## config.mk

```make
export PLATFORM = sky130hd
export DESIGN_NAME = syn_fetch_queue
export DESIGN_NICKNAME = d
export VERILOG_FILES = /design/src/rtl/syn_fetch_queue.sv
export SDC_FILE = /design/constraint.sdc
export NUM_CORES = 1
export LEC_CHECK = 0
export ABC_AREA = 1
export ABC_CLOCK_PERIOD_IN_PS = 4200
export CAP_MARGIN = 10
export CORE_AREA = 10 10 131 133
export DETAILED_ROUTE_END_ITERATION = 6
export DIE_AREA = 0 0 141 143
export GPL_TIMING_DRIVEN = 0
export PLACE_DENSITY = 0.87
export SYNTH_ARGS = -nofsm -noshare
export SYNTH_HDL_FRONTEND = slang
export SYNTH_SLANG_ARGS = --single-unit
```

## constraint.sdc

```tcl
create_clock -name clk -period 4.2 [get_ports clk]
set_input_delay 0.84 -clock clk [delete_from_list [all_inputs] [get_ports clk]]
set_output_delay 0.84 -clock clk [all_outputs]
set_load 0.02 [all_outputs]
```

## src/rtl/syn_fetch_queue.sv

```systemverilog
// -----------------------------------------------------------------------------
// syn_fetch_queue
//
// Instruction fetch stage with a small prefetch queue. Owns the fetch PC,
// drives the combinational instruction-memory address, buffers fetched
// instructions together with their PC+1 (word address) in a FIFO and presents
// the head to decode through a valid/ready handshake. Decode stalls are
// absorbed by the queue; a redirect (load_pc) flushes it and restarts fetch
// at pc_new.
//
// Optional feature macro: FETCH_BYPASS_EN
//   defined   : with an empty queue and no redirect, the head is driven
//               straight from im_inst / fetch_pc+1 (fetch-to-decode latency 0);
//               a bypassed instruction accepted by decode is never written.
//   undefined : every instruction passes through storage (latency 1).
//
// Ports:
//   clk        clock, all state updates on the rising edge
//   rst        synchronous active-high reset
//   en         global enable; 0 freezes all state
//   load_pc    redirect request (jump/branch taken in EX)
//   pc_new     redirect target, word address
//   im_addr    instruction memory address (= fetch_pc)
//   im_inst    instruction memory data, combinational from im_addr
//   out_valid  queue head valid for decode
//   out_ready  decode accepts the head this cycle
//   out_inst   head instruction, 0 (NOP) when out_valid=0
//   out_pc_4   head PC+1 (word address), 0 when out_valid=0
//   fq_count   number of occupied queue entries
// -----------------------------------------------------------------------------
module syn_fetch_queue #(
    parameter int AddrBit = 10,
    parameter int Depth   = 4
) (
    input  logic                    clk,
    input  logic                    rst,
    input  logic                    en,
    input  logic                    load_pc,
    input  logic [AddrBit-1:0]      pc_new,
    output logic [AddrBit-1:0]      im_addr,
    input  logic [31:0]             im_inst,
    output logic                    out_valid,
    input  logic                    out_ready,
    output logic [31:0]             out_inst,
    output logic [AddrBit-1:0]      out_pc_4,
    output logic [$clog2(Depth):0]  fq_count
);

    localparam int PW = $clog2(Depth);
    localparam int CW = PW + 1;
    localparam logic [CW-1:0] DEPTH_C = CW'(Depth);

    // Control state (reset) and storage (not reset)
    logic [AddrBit-1:0] fetch_pc;
    logic [AddrBit-1:0] fetch_pc_4;
    logic [PW-1:0]      rd_ptr;
    logic [PW-1:0]      wr_ptr;
    logic [CW-1:0]      count;
    logic [31:0]        inst_q [Depth];
    logic [AddrBit-1:0] pc4_q  [Depth];

    logic q_empty;
    logic q_full;
    logic q_pop;
    logic push;
    logic byp_take;
    logic advance;

    assign fetch_pc_4 = fetch_pc + AddrBit'(1);
    assign im_addr    = fetch_pc;
    assign fq_count   = count;
    assign q_empty    = (count == '0);
    assign q_full     = (count == DEPTH_C);

    // Head selection
`ifdef FETCH_BYPASS_EN
    logic byp_act;
    assign byp_act  = q_empty && !load_pc;
    // A bypassed instruction accepted by decode is consumed without a write.
    assign byp_take = en && byp_act && out_ready;

    always_comb begin
        out_valid = 1'b0;
        out_inst  = '0;
        out_pc_4  = '0;
        if (byp_act) begin
            out_valid = en;
            if (en) begin
                out_inst = im_inst;
                out_pc_4 = fetch_pc_4;
            end
        end else if (!q_empty) begin
            out_valid = 1'b1;
            out_inst  = inst_q[rd_ptr];
            out_pc_4  = pc4_q[rd_ptr];
        end
    end
`else
    assign byp_take = 1'b0;

    always_comb begin
        out_valid = !q_empty;
        out_inst  = '0;
        out_pc_4  = '0;
        if (!q_empty) begin
            out_inst = inst_q[rd_ptr];
            out_pc_4 = pc4_q[rd_ptr];
        end
    end
`endif

    // Pop only ever comes from stored entries; a non-empty queue is always
    // valid, so out_valid need not be re-tested here. A redirect discards it.
    assign q_pop   = en && !load_pc && !q_empty && out_ready;
    // A full queue still accepts a new entry when the head leaves this edge.
    assign push    = en && !load_pc && !byp_take && (!q_full || q_pop);
    assign advance = push || byp_take;

    // Control update: rst > !en > load_pc > push/pop
    always_ff @(posedge clk) begin
        if (rst) begin
            fetch_pc <= '0;
            rd_ptr   <= '0;
            wr_ptr   <= '0;
            count    <= '0;
        end else if (en) begin
            if (load_pc) begin
                fetch_pc <= pc_new;
                rd_ptr   <= '0;
                wr_ptr   <= '0;
                count    <= '0;
            end else begin
                if (advance) fetch_pc <= fetch_pc_4;
                if (push)    wr_ptr   <= wr_ptr + PW'(1);
                if (q_pop)   rd_ptr   <= rd_ptr + PW'(1);
                case ({push, q_pop})
                    2'b10:   count <= count + CW'(1);
                    2'b01:   count <= count - CW'(1);
                    default: count <= count;
                endcase
            end
        end
    end

    // Storage write
    always_ff @(posedge clk) begin
        if (push) begin
            inst_q[wr_ptr] <= im_inst;
            pc4_q[wr_ptr]  <= fetch_pc_4;
        end
    end

endmodule
```

==> metrics.md <==
| Metric | Value |
|---|---|
| CORE AREA | `14,400 um2` |
| DIE HEIGHT | `143 um` |
| Area growth syn-to-layout | `25.6%` |
| Crit end category | `output pin` |
| CTS tree | `done` |
| Syn avg cell area | `11.5 um2` |
| Placed Area | `8990 um2` |
| Clock-pin slew on the worst setup and hold paths | `0.07 ns` |
| Setup Slack @ Placement | `1.01 ns` |
| Max VDD drop | `0.000357 V` |
| RSZ-0062 raised after global routing | `no` |
| Vias in the first global route | `5,364` |
| FFs w/ async S/R, synth | `0%` |
| Critical Path AT | `2.78 ns` |
| Clock Sinks | `187` |
| Pins Over Slew Limit | `0` |
| Hold Vio Cnt, Final | `0` |
| Clk_lat worst skew | `0.43 ns` |
| Pin count of the biggest net entering global routing | `26` |
| Critical Path Fanout Max | `10` |
| Post-Syn Nets | `715` |
| Post-route DRC | `0` |
| Footprint of the multi-input gates | `1940 um2` |
| Critical path class | `register to output pin` |
| Setup slack, reg-to-reg | `1.98 ns` |
| Hold WC Path Type | `register to register` |
| F_max | `0.276 GHz` |
| Critical Path Slowest Stage Cell | `clkdlybuf4s50_1` |
| Measured slew at the worst slew-check pin | `0.694 ns` |
| Setup WS post-layout | `0.577 ns` |
| FF+latch area | `5430 um2` |
| DR WL/cell | `17.7 um` |
| Initial core utilization | `52.9%` |
| Share of layout cells above drive strength 1 | `7.76%` |
| Antenna viol nets, final | `0` |
| Root buf cell | `clkbuf_16` |
| Post_cts resized | `0` |
| DRT Pass-1 Iters | `5` |
| Yosys warns | `0` |
| Distinct cells, synth | `29` |
| Routed vias/inst | `5.36` |
| Power density cells | `429 nW/um2` |
| GRT Total Usage | `17.3%` |
| Largest stage delay, worst path | `0.67 ns` |
| Initial antenna violation count | `1` |
| Initial DRC count | `472` |
| Row cnt | `44` |
| Tmin final | `3.62 ns` |
| Ys flop type | `edfxtp_1` |
| TNS Setup | `0 ns` |
| Leak | `3.31 nW` |
| Finished Cell Area | `9580 um2` |
| Final period util | `86.3%` |
| DP HPWL | `11,100 um` |
| Maxcap violations | `0` |
| Crit path launch type | `register` |
| Synthesized instance count | `661` |
| DR vias | `5,273` |
| Die span in x | `141 um` |
| First-pass GRT wire length | `27,100 um` |
| Total wire length | `17,400 um` |
| Worst EP required | `3.36 ns` |
| I/O pin total | `103` |
| Clk_skew | `0.0183 ns` |
| Cts bufs inserted | `17` |
| Placed Cells incl. Taps | `951` |
| ANT cells | `0` |
| Cell area after synthesis | `7630 um2` |
| Non-Filler Instances | `983` |
| # setup viols final | `0` |
| Number of synthesized register bits | `187` |
| Sequential share of the synthesized area | `71.1%` |
| Outcome | `completed` |
| Post-CTS Setup Repair Bufs | `0` |
| Post-synth EDFFs | `168` |
| Die Outline Area | `20,200 um2` |
| Slew margin rel. | `53.6%` |
| Grt total ovfl | `0` |
| Min Hold Slack | `0.502 ns` |
| Final nets | `840` |
| Fillers | `1,038` |
| Post-CTS Hold Buffers | `0` |
| Routability cong. | `0.816` |
| IO buf count | `102` |
| CTS H-Tree Depth | `4` |
| Critical path cell sequence | `inv_1 -> ha_1 -> nand2_2 -> clkinv_1 -> clkbuf_1 -> a21oi_1 -> clkdlybuf4s50_1` |
| CTS Buffer Depth | `2` |
[sequential cells by signal (all words and copies together), names as in the netlist, named ones only]
signal,flops
inst_q,128
pc4_q,40
im_addr,10
fq_count,3
rd_ptr,2
wr_ptr,2
[critical path: cells and delay by family, from the launching register on]
kind	cells	cell delay, ns
simple gates	1	0.12
buf+inv	4	1.29
fa+ha+maj	1	0.23
compound gates	1	0.31
flops	1	0.40
[synthesized netlist by cell type, types with 2 or more instances]
cell type	instances	area, um2
o21ai_1	54	270
a21oi_1	61	305
inv_1	22	82.6
nor2_1	179	672
dfxtp_1	19	380
buf_4	3	22.5
buf_2	3	15.0
edfxtp_1	168	5040
nor2_2	3	18.8
a21oi_2	2	17.5
xor2_1	4	35.0
a31oi_1	2	12.5
clkbuf_1	23	86.3
nand4_1	2	12.5
buf_6	7	78.8
ha_1	7	87.6
inv_2	2	7.51
nand2_2	2	12.5
nand2_1	36	135
nand3_1	11	55.1
o21ai_0	43	215
[cells in the final DEF (no fill, tap or decap), types with 7 or more instances in the layout]
cell,Yosys,layout
dfxtp_1,19,19
ha_1,7,7
clkdlybuf4s50_1,0,102
o21ai_1,54,54
nand2_1,36,36
a21oi_1,61,61
clkbuf_16,0,17
inv_1,22,22
clkbuf_1,23,25
nor2_1,179,175
o21ai_0,43,43
nand3_1,11,11
buf_6,7,7
edfxtp_1,168,168
[area by class of cell]
type | count | share of cell area [%]
tap | 184 | 2.40
multi-input combinational | 413 | 20.2
sequential | 187 | 56.6
timing repair buffer | 106 | 11.5
inverter | 25 | 0.980
clock inverter | 13 | 1.63
clock buffer | 19 | 4.52
buffer | 36 | 2.12
[kinds of logic after synthesis]
family,share of synthesized area [%]
AO/OA/AOI/OAI,11.2
XOR/XNOR,0.459
adder cells (fa/ha/maj),1.15
buffers and inverters,3.89
flip-flops,71.1
AND/OR/NAND/NOR,12.2
[metrics by stage]
step,util [%],power (mW)
3_5_place_dp,62.3,2.57
2_1_floorplan,-,2.36
3_3_place_gp,61.6,2.55
4_1_cts,66.4,4.12
5_1_grt,66.4,4.25
6_report,66.4,4.11
[report_power, final]
part / switching [mW] / total [mW] / internal, mW
Clock: 0.686 / 1.58 / 0.894
Sequential: 0.0222 / 2.10 / 2.08
Combinational: 0.257 / 0.431 / 0.174
[path summary, 6_finish.rpt]
kind | cells past startpoint | end | from
worst max-delay path | 7 | out_inst[30] | fq_count[0]
worst min-delay path | 2 | rd_ptr[1] | rd_ptr[1]
worst max register to register | 6 | pc4_q[2][7] | fq_count[0]
worst min register to register | 2 | rd_ptr[1] | rd_ptr[1]
[routing by layer]
metal  part of all wire [%]  global-route usage, %  vias to the layer above
met5                  0.052                      0                        -
met4                    1.2                   5.65                        2
met3                    8.3                   5.61                       21
met2                     51                   29.6                      213
met1                     40                   20.1                     2478
li1                       -                      -                     2559
No activity file was read; power rests on OpenSTA's default activity.
